File: src/rtl/dma_transfer_ctrl.sv
// dma_transfer_ctrl: single-channel DMA sequencer. Moves cfg_count words
// from a source to a destination over separate read and write req/ack
// ports, one beat (read then write) at a time.
// Optional build macro: DMA_ACK_TIMEOUT_EN adds an ack watchdog of
// TIMEOUT_CYC cycles on both ports; without it the controller waits for
// an ack indefinitely.
module dma_transfer_ctrl #(
  parameter int unsigned ADDR_W      = 32,
  parameter int unsigned DATA_W      = 32,
  parameter int unsigned CNT_W       = 32,
  parameter int unsigned TIMEOUT_CYC = 256
) (
  input  logic              clk,
  input  logic              reset,
  input  logic              cfg_en,
  input  logic              cfg_inc_src,
  input  logic              cfg_inc_dstn,
  input  logic [ADDR_W-1:0] cfg_src_addr,
  input  logic [ADDR_W-1:0] cfg_dstn_addr,
  input  logic [CNT_W-1:0]  cfg_count,
  output logic              rd_req,
  output logic [ADDR_W-1:0] rd_addr,
  input  logic              rd_ack,
  input  logic [DATA_W-1:0] rd_data,
  output logic              wr_req,
  output logic [ADDR_W-1:0] wr_addr,
  output logic [DATA_W-1:0] wr_data,
  input  logic              wr_ack,
  output logic              busy,
  output logic              done,
  output logic              aborted,
  output logic [CNT_W-1:0]  remaining
);

  typedef enum logic [2:0] {
    S_IDLE,
    S_LOAD,
    S_READ,
    S_WRITE,
    S_DONE
  } state_t;

  state_t              state_q, state_d;
  logic                en_q;
  logic [ADDR_W-1:0]   src_q, src_d;
  logic [ADDR_W-1:0]   dst_q, dst_d;
  logic [CNT_W-1:0]    rem_q, rem_d;
  logic                inc_src_q, inc_src_d;
  logic                inc_dst_q, inc_dst_d;
  logic [DATA_W-1:0]   wdata_q, wdata_d;
  logic                aborted_q, aborted_d;

  logic                start;
  logic [CNT_W-1:0]    rem_dec;
  logic                timeout;

  assign start   = cfg_en & ~en_q;
  assign rem_dec = rem_q - CNT_W'(1);

`ifdef DMA_ACK_TIMEOUT_EN
  localparam int unsigned WAIT_W = $clog2(TIMEOUT_CYC) + 1;

  logic [WAIT_W-1:0] wait_q, wait_d;

  // Watchdog fires on the TIMEOUT_CYC-th consecutive cycle without an ack,
  // so the request is visible for exactly TIMEOUT_CYC cycles.
  assign timeout = (((state_q == S_READ)  && !rd_ack) ||
                    ((state_q == S_WRITE) && !wr_ack)) &&
                   (wait_q == WAIT_W'(TIMEOUT_CYC - 1));

  // Wait counter: restarts on every state change, counts while a req waits.
  always_comb begin
    wait_d = '0;
    if (((state_q == S_READ) || (state_q == S_WRITE)) && (state_d == state_q))
      wait_d = wait_q + WAIT_W'(1);
  end

  // Wait counter register.
  always_ff @(posedge clk or posedge reset) begin
    if (reset) wait_q <= '0;
    else       wait_q <= wait_d;
  end
`else
  logic [31:0] unused_timeout_cyc;

  assign timeout            = 1'b0;
  assign unused_timeout_cyc = 32'(TIMEOUT_CYC);
`endif

  // Next-state and datapath update for the transfer sequencer.
  always_comb begin
    state_d   = state_q;
    src_d     = src_q;
    dst_d     = dst_q;
    rem_d     = rem_q;
    inc_src_d = inc_src_q;
    inc_dst_d = inc_dst_q;
    wdata_d   = wdata_q;
    aborted_d = aborted_q;

    case (state_q)
      S_IDLE: begin
        if (start) begin
          if (cfg_count != '0) begin
            state_d   = S_LOAD;
            aborted_d = 1'b0;
          end else begin
            state_d   = S_DONE;
          end
        end
      end

      S_LOAD: begin
        src_d     = cfg_src_addr;
        dst_d     = cfg_dstn_addr;
        rem_d     = cfg_count;
        inc_src_d = cfg_inc_src;
        inc_dst_d = cfg_inc_dstn;
        state_d   = S_READ;
      end

      S_READ: begin
        if (rd_ack) begin
          wdata_d = rd_data;
          state_d = S_WRITE;
        end else if (timeout) begin
          aborted_d = 1'b1;
          state_d   = S_DONE;
        end
      end

      S_WRITE: begin
        if (wr_ack) begin
          rem_d = rem_dec;
          src_d = src_q + ADDR_W'(inc_src_q);
          dst_d = dst_q + ADDR_W'(inc_dst_q);
          // Completion wins over abort: a last beat finishing with cfg_en low
          // is a normal end, not an early one.
          if (rem_dec == '0) begin
            state_d = S_DONE;
          end else if (!cfg_en) begin
            aborted_d = 1'b1;
            state_d   = S_DONE;
          end else begin
            state_d = S_READ;
          end
        end else if (timeout) begin
          aborted_d = 1'b1;
          state_d   = S_DONE;
        end
      end

      S_DONE: begin
        state_d = S_IDLE;
      end

      default: begin
        state_d = S_IDLE;
      end
    endcase
  end

  // State and working registers; everything clears on async reset.
  always_ff @(posedge clk or posedge reset) begin
    if (reset) begin
      state_q   <= S_IDLE;
      en_q      <= 1'b0;
      src_q     <= '0;
      dst_q     <= '0;
      rem_q     <= '0;
      inc_src_q <= 1'b0;
      inc_dst_q <= 1'b0;
      wdata_q   <= '0;
      aborted_q <= 1'b0;
    end else begin
      state_q   <= state_d;
      en_q      <= cfg_en;
      src_q     <= src_d;
      dst_q     <= dst_d;
      rem_q     <= rem_d;
      inc_src_q <= inc_src_d;
      inc_dst_q <= inc_dst_d;
      wdata_q   <= wdata_d;
      aborted_q <= aborted_d;
    end
  end

  assign rd_req    = (state_q == S_READ);
  assign wr_req    = (state_q == S_WRITE);
  assign rd_addr   = src_q;
  assign wr_addr   = dst_q;
  assign wr_data   = wdata_q;
  assign busy      = (state_q != S_IDLE);
  assign done      = (state_q == S_DONE);
  assign aborted   = aborted_q;
  assign remaining = rem_q;

endmodule

File: config.mk
export PLATFORM = sky130hd
export DESIGN_NAME = dma_transfer_ctrl
export DESIGN_NICKNAME = d
export VERILOG_FILES = /design/src/rtl/dma_transfer_ctrl.sv
export SDC_FILE = /design/constraint.sdc
export NUM_CORES = 1
export LEC_CHECK = 0
export BUFFER_PORTS_ARGS = -buffer_cell sky130_fd_sc_hd__buf_2
export CORE_MARGIN = 1.5
export CORE_UTILIZATION = 53
export CTS_CLUSTER_SIZE = 20
export DETAILED_ROUTE_END_ITERATION = 7
export MAX_ROUTING_LAYER = met4
export PLACE_DENSITY = 0.92
export RECOVER_POWER = 100
export SLEW_MARGIN = 20
export SYNTH_ARGS = -nofsm -noshare
export SYNTH_HDL_FRONTEND = slang
export SYNTH_SLANG_ARGS = --single-unit
File: constraint.sdc
create_clock -name clk -period 9.1 [get_ports clk]
set_clock_uncertainty 0.05 [all_clocks]
set_input_delay 0.455 -clock clk [delete_from_list [all_inputs] [get_ports clk]]
set_output_delay 0.455 -clock clk [all_outputs]
set_load 0.01 [all_outputs]
==> results of run 1 <==
[how the worst max path moves through the flow]
stage                     slack [ns]    startpoint       endpoint  depth (start not counted)
after CTS                       5.61    state_q[0]         wr_req                          5
final                           4.55    state_q[0]  remaining[16]                          6
after global routing            4.16    state_q[0]  remaining[16]                          6
after floorplan                 4.98         reset        aborted                          1
after detailed placement        5.86  remaining[0]        aborted                          9
after global placement          5.96  remaining[0]        aborted                          9
[state kept, by name, indices dropped and copies added, names as in the netlist]
name / count
inc_src_q: 1
inc_dst_q: 1
remaining: 32
wr_addr: 32
rd_addr: 32
en_q: 1
aborted: 1
state_q: 3
wr_data: 32
[routing by layer]
metal	up-vias	part of all wire	GRT usage
met3	75	0.096	0.0649
met5	-	0	-
met4	0	0.037	0.135
met2	523	0.46	0.464
met1	3862	0.41	0.406
li1	3879	-	-
[Yosys cell counts, drive strengths merged (2+ instances only)]
cell type and number:
dfrtp 135, a21oi 133, nor2 106, o21ai 95, nand2 76, clkbuf 52, nand3 44, o22ai 36
mux2 34, nor4 25, nor3 23, inv 18, nand4 16, and3 13, or3 10, a22oi 9
buf 9, a31oi 8, or2 7, ha 6, xnor2 6, a2bb2oi 5, and2 5, and4 5
o32ai 5, a22o 4, nand2b 4, nor2b 4, o21a 4, xor2 4, nor3b 3, or4 3
a41o 2, nand4b 2, nor4b 2, o2111ai 2, o21bai 2, o31ai 2
[cell usage in the layout, fill, tap and decap left out, types with 19 or more instances in the layout]
cell type  instances
a21oi_1          133
buf_2            134
clkbuf_1         135
dfrtp_1          135
mux2_2            34
nand2_1           75
nand3_1           44
nor2_1           105
nor3_1            19
nor4_1            22
o21ai_0           94
o22ai_1           36
[logic make-up after synthesis]
| logic type | Yosys count | synth area share |
|---|---|---|
| adder cells (fa/ha/maj) | 6 | 0.00959 |
| buffers and inverters | 79 | 0.0403 |
| AND/OR/NAND/NOR | 350 | 0.231 |
| AO/OA/AOI/OAI | 315 | 0.226 |
| flip-flops | 135 | 0.431 |
| XOR/XNOR | 10 | 0.0121 |
| multiplexers | 34 | 0.0489 |
[through the flow]
stage               utilization  hold WS (ns)  cells  instance area [µm²]
finish                    0.668         0.154   1356                 9670
global route              0.668         0.147   1356                 9670
CTS                       0.680        0.0995   1356                 9850
detailed placement        0.637         0.440   1325                 9220
global placement          0.637         0.432   1325                 9220
floorplan                     -         0.435    929                 7830
[cell type report]
cell class                 count  share of cell area
clock buffer                  19              0.0469
clock inverter                12              0.0181
inverter                      18             0.00725
multi-input combinational    715               0.430
sequential                   135               0.350
tap                          184              0.0238
timing repair buffer         273               0.125
[power groups by stage]
stage	Combinational, mW	Clock [mW]	Sequential (mW)
2_1_floorplan	1.11	0	1.31
3_3_place_gp	1.72	0	1.25
3_5_place_dp	1.77	0	1.27
4_1_cts	1.77	0.742	1.27
5_1_grt	1.92	0.776	1.33
6_report	1.73	0.737	1.29
==> impl_metrics.py, run 1 <==
metrics = {
    "run_status": {
        "run_status": "finished, violations left",
        "violations": "max-capacitance violations, max-slew violations",
    },
    "power": {
        "power.switching_mw": 1.73,
        "total_power_mw": 3.76,
        "max_vdd_drop_uv": 208,
        "p_leak_nw": 3.88,
        "power.share.clock": 0.196,
        "pwr_density_cell_nw_per_um2": 389,
        "intPower_mw": 2.02,
        "combinationalPowerShare": 0.460,
        "power.sequential.fraction": 0.343,
        "switching_share": 0.462,
    },
    "routing": {
        "drcViolationCount": 0,
        "route.detailed.vias_per_inst": 6.15,
        "postRouteWirelength_um": 23600,
        "dr.first_iter.drc_count": 975,
        "route.vias.total": 8339,
        "drt_first_pass_iters": 5,
        "drt.antenna.violating_nets": 0,
        "routed_wire_length_per_instance_um": 17.4,
    },
    "setup_path": {
        "crit_path_max_incr_delay_ns": 2.78,
        "path_buf_inv": 1,
        "worstSetupEndpointType": "register",
        "worst-r2r-cell-count": 6,
        "timing.critical_path.cells": "nor2b_1, nand2_2, clkbuf_1, o21ai_0, nand2_1, o21ai_0",
        "critPathLaunchType": "register",
        "crit_path_top_delay_cell": "clkbuf_1",
        "critical-path-top-delay-family": "buffers and inverters",
        "most_used_cell_cp": "o21ai_0",
        "data_arrival_time_at_the_worst_slack_endpoint_ns": 4.78,
        "worst-endpoint-required_ns": 9.33,
        "timing.rr.end": "remaining[16]",
        "path_max_fanout": 89,
        "reg2reg_slack_ns": 4.55,
        "setup.worst_path.class": "reg2reg",
        "timing.rr.start": "state_q[0]",
    },
    "synth": {
        "netlist_instances": 929,
        "syn_area_um2": 7830,
        "synth_top_area_share": 0.431,
        "synth.distinct_cells": 64,
        "async_reset_ff_frac": 1.00,
        "post_synth_edffs": 0,
        "synth.avg_cell_area_um2": 8.43,
        "largest_cells_by_area_after_synthesis": "dfrtp_1 (43%), a21oi_1 (8.5%), o21ai_0 (5.9%), nor2_1 (5.0%), mux2_2 (4.9%)",
        "seq_area_frac_synth": 0.431,
        "most_area_hungry_cell_type_in_the_yosys_netlist": "dfrtp_1",
        "yosys_register_bits": 135,
        "synth-warning-count": 0,
        "yosys_most_used_dff": "dfrtp_1",
        "syn_nets": 1070,
    },
    "cells_and_area": {
        "multi_input_area_um2": 4150,
        "layout-drive-gt1-share": 0.196,
        "antenna_cells_inserted": 0,
        "layout.nets": 1301,
        "area_delta_synth_final_pct": 23.4,
        "layout.filler_cells": 1247,
        "area_taken_by_flip_flops_and_latches_um2": 3380,
    },
    "cts": {
        "cts_hold_repair.buffers": 0,
        "root_buffer": "clkbuf_16",
        "cts_resized": 0,
        "post-cts-setup-buffer-count": 0,
        "tritoncts": "built",
        "cts_max_level": 4,
        "clock_sinks": 135,
        "tritoncts.num_buffers": 17,
        "path_clk_slew_ns": 0.06,
        "cts.path.max_buffers": 2,
        "clk_latency_ns": 0.43,
    },
    "sta": {
        "rsz_0062_raised_after_global_routing": "false",
        "timing.slew.headroom": -1.65,
        "max_freq_mhz": 220,
        "period_needed_ns": 4.55,
        "final_min_period_over_clock_period": 0.500,
        "report.final.setup_viol": 0,
        "setup_ws_ns": 4.55,
        "worstMarginPinSlew_ns": 3.97,
        "setup-tns-final_ns": 0,
        "hold_viol_final": 0,
        "max_transition_viols_final": 252,
    },
    "min_path": {
        "min_to": "en_q",
        "worstHoldStart": "cfg_en",
        "worst_hold_path_cells": 1,
        "min_path_type": "in2reg",
    },
    "placed_design": {
        "gp_congestion": 0.927,
        "port-buffer-count": 267,
        "place_ws_ns": 5.86,
        "dp_hpwl_um": 16400,
    },
    "grt": {
        "grt_start_max_net_pins": 110,
        "grt_usage": 0.309,
        "grt_first_pass_wirelength_um": 37900,
        "via_count_of_the_first_global_routing_pass": 7584,
        "globalRoute.totalOverflow": 0,
        "antenna_found_initial": 0,
    },
    "run": {
        "timing.max_cap.violations": 4,
    },
    "floorplanning": {
        "placeableCoreArea_um2": 14500,
        "initial_utilization": 0.541,
        "die_y_um": 125,
        "io_pins": 268,
        "overall_die_area_um2": 15500,
        "core.rowCount": 44,
        "die_w_um": 125,
    },
}
(Power assumes the default switching activity.)
==> run 2: changes to the inputs <==
--- a/config.mk
+++ b/config.mk
@@ -7,11 +7,11 @@
 export LEC_CHECK = 0
 export BUFFER_PORTS_ARGS = -buffer_cell sky130_fd_sc_hd__buf_2
 export CORE_MARGIN = 1.5
-export CORE_UTILIZATION = 53
+export CORE_UTILIZATION = 51
 export CTS_CLUSTER_SIZE = 20
 export DETAILED_ROUTE_END_ITERATION = 7
 export MAX_ROUTING_LAYER = met4
-export PLACE_DENSITY = 0.92
+export PLACE_DENSITY = 0.89
 export RECOVER_POWER = 100
 export SLEW_MARGIN = 20
 export SYNTH_ARGS = -nofsm -noshare
==> constraint.sdc (replaced) <==
create_clock -name clk -period 4.75 [get_ports clk]
set_clock_uncertainty 0.05 [all_clocks]
set_input_delay 0.2375 -clock clk [delete_from_list [all_inputs] [get_ports clk]]
set_output_delay 0.2375 -clock clk [all_outputs]
set_load 0.01 [all_outputs]
==> run 2 against run 1 <==
The run ends with negative hold slack, max-capacitance violations, max-slew violations left. Non-clock buffer count rose by 25. Design area is 2.5% higher. Sequential share of layout area fell by 0.84 points. Die area grew 3.8%. Final cell count is 2.4% higher. First-iteration DRC count shrank 7.1%. Highest routed layer unchanged. Combinational power increased by 94%. Clock power increased by 80%. Largest cell class unchanged. Clock-buffer cell count decreased by 1. Sequential power rose by 92%.
==> impl_metrics.py, run 2 (synthesis gave the netlist of run 1 again) <==
metrics = {
    "grt": {
        "met1_usage": 0.397,
        "antenna_found_initial": 2,
        "gr-max-usage-layer": "met2",
        "met2_usage": 0.493,
        "grt_usage": 0.317,
        "globalRoute.totalOverflow": 0,
        "grt_util_met3": 0.0822,
        "grt_start_max_net_pins": 104,
        "via_count_of_the_first_global_routing_pass": 7785,
        "grt_first_pass_wirelength_um": 40000,
    },
    "cells_and_area": {
        "final_util": 0.656,
        "final_cell_area_um2": 9900,
        "most-common-layout-cells": "clkbuf_1 (137), dfrtp_1 (135), a21oi_1 (133), buf_2 (133), nor2_1 (105)",
        "area_delta_synth_final_pct": 26.5,
        "layout.filler_cells": 1312,
        "fin_cells": 1388,
        "layout-drive-gt1-share": 0.189,
        "multi_input_area_um2": 4140,
        "area_taken_by_flip_flops_and_latches_um2": 3380,
        "layout.nets": 1326,
        "layout_commonest_cell": "clkbuf_1",
    },
    "placed_design": {
        "detailed_place.area_um2": 9250,
        "port-buffer-count": 267,
        "post-place-cells": 1330,
        "gp_congestion": 0.942,
        "place_ws_ns": 1.41,
        "dp_hpwl_um": 16700,
    },
    "setup_path": {
        "critPathLaunchType": "register",
        "path_buf_inv": 3,
        "worst-endpoint-required_ns": 4.46,
        "crit_path_top_delay_cell": "inv_4",
        "timing.critical_path.cells": "nor2b_1, nand2_1, inv_4, buf_12, clkbuf_1",
        "critical-path-top-delay-family": "buffers and inverters",
        "path_max_fanout": 91,
        "worstSetupEndpointType": "primary output",
        "setup.worst_path.class": "reg2out",
        "data_arrival_time_at_the_worst_slack_endpoint_ns": 3.57,
        "crit_path_max_incr_delay_ns": 0.86,
    },
    "sta": {
        "timing.slew.headroom": -0.332,
        "period_needed_ns": 3.85,
        "max_freq_mhz": 259,
        "rsz_0062_raised_after_global_routing": "false",
        "holdWs_ns": -0.00848,
        "hold_viol_final": 7,
        "worstMarginPinSlew_ns": 2.00,
        "final_min_period_over_clock_period": 0.811,
        "max_transition_viols_final": 36,
        "report.final.setup_viol": 0,
        "setup-tns-final_ns": 0,
        "setup_ws_ns": 0.895,
    },
    "cts": {
        "clock_sinks": 135,
        "root_buffer": "clkbuf_16",
        "tritoncts.num_buffers": 17,
        "cts.path.max_buffers": 2,
        "path_clk_slew_ns": 0.06,
        "post-cts-setup-buffer-count": 0,
        "tritoncts": "built",
        "cts_max_level": 4,
        "clk_latency_ns": 0.42,
    },
    "floorplanning": {
        "die_w_um": 127,
        "initial_utilization": 0.519,
        "io_pins": 268,
        "die_y_um": 127,
        "placeableCoreArea_um2": 15100,
        "core.rowCount": 45,
        "overall_die_area_um2": 16100,
    },
    "power": {
        "power.share.clock": 0.185,
        "max_vdd_drop_uv": 333,
        "p_leak_nw": 3.98,
        "switching_share": 0.471,
        "power.switching_mw": 3.38,
        "power.sequential.fraction": 0.346,
        "combinationalPowerShare": 0.469,
        "total_power_mw": 7.18,
        "intPower_mw": 3.80,
        "pwr_density_cell_nw_per_um2": 725,
    },
    "routing": {
        "drt.antenna.violating_nets": 0,
        "route.detailed.vias_per_inst": 6.11,
        "postRouteWirelength_um": 24900,
        "dr.first_iter.drc_count": 906,
        "drt_first_pass_iters": 6,
        "drcViolationCount": 0,
        "routed_wire_length_per_instance_um": 17.9,
        "route.vias.total": 8482,
    },
    "run": {
        "timing.max_cap.violations": 1,
    },
    "min_path": {
        "min_path_type": "in2async",
    },
    "run_status": {
        "run_status": "finished, violations left",
        "violations": "negative hold slack, max-capacitance violations, max-slew violations",
    },
}
==> run 2: power groups by stage <==
stage	registers, mW	logic (mW)	clock network (mW)
2_1_floorplan	2.51	2.13	0
3_3_place_gp	2.41	3.31	0
3_5_place_dp	2.44	3.42	0
4_1_cts	2.44	3.45	1.35
5_1_grt	2.57	3.75	1.40
6_report	2.48	3.36	1.33
==> run 2: cell type report <==
cell class | instances | area share
multi-input combinational | 715 | 0.418
sequential | 135 | 0.341
timing repair buffer | 298 | 0.150
clock buffer | 18 | 0.0433
tap | 188 | 0.0238
clock inverter | 14 | 0.0160
inverter | 18 | 0.00758
antenna | 2 | 0.000505
==> run 2: path summary, 6_finish.rpt <==
path | endpoint | cells past startpoint | slack, ns | startpoint
max in group asynchronous | rd_addr[4] | 3 | 2.22 | reset
min | wr_data[6] | 2 | -0.008 | reset
min reg2reg | wr_data[29] | 1 | 0.46 | wr_data[29]
max reg2reg | aborted | 9 | 1.17 | remaining[0]
max | wr_req | 5 | 0.90 | state_q[0]
min in group clk | wr_data[10] | 2 | 0.01 | rd_data[10]
==> run 2: repair_timing <==
item / in CTS / in global routing
resized for setup: 0 / 0
hold buffers: 23 / 0
hold endpoints to repair: 23 / 0
==> run 2: layer usage <==
metal,share of wire,wire (µm),vias to the layer above
met5,0,0,-
met4,0.032,786,0
met3,0.11,2760,67
met2,0.46,11500,561
met1,0.39,9790,3916
li1,-,-,3938
==> run 2: worst register-to-register path: cells and delay by family (launching register included) <==
kind | cells | cell delay (ns)
and+or+nand+nor | 5 | 1.95
DFF | 1 | 0.56
adders and majority gates | 1 | 0.32
AOI/OAI and AO/OA | 1 | 0.27
buffers and inverters | 1 | 0.16
xor gates and xnor gates | 1 | 0.16
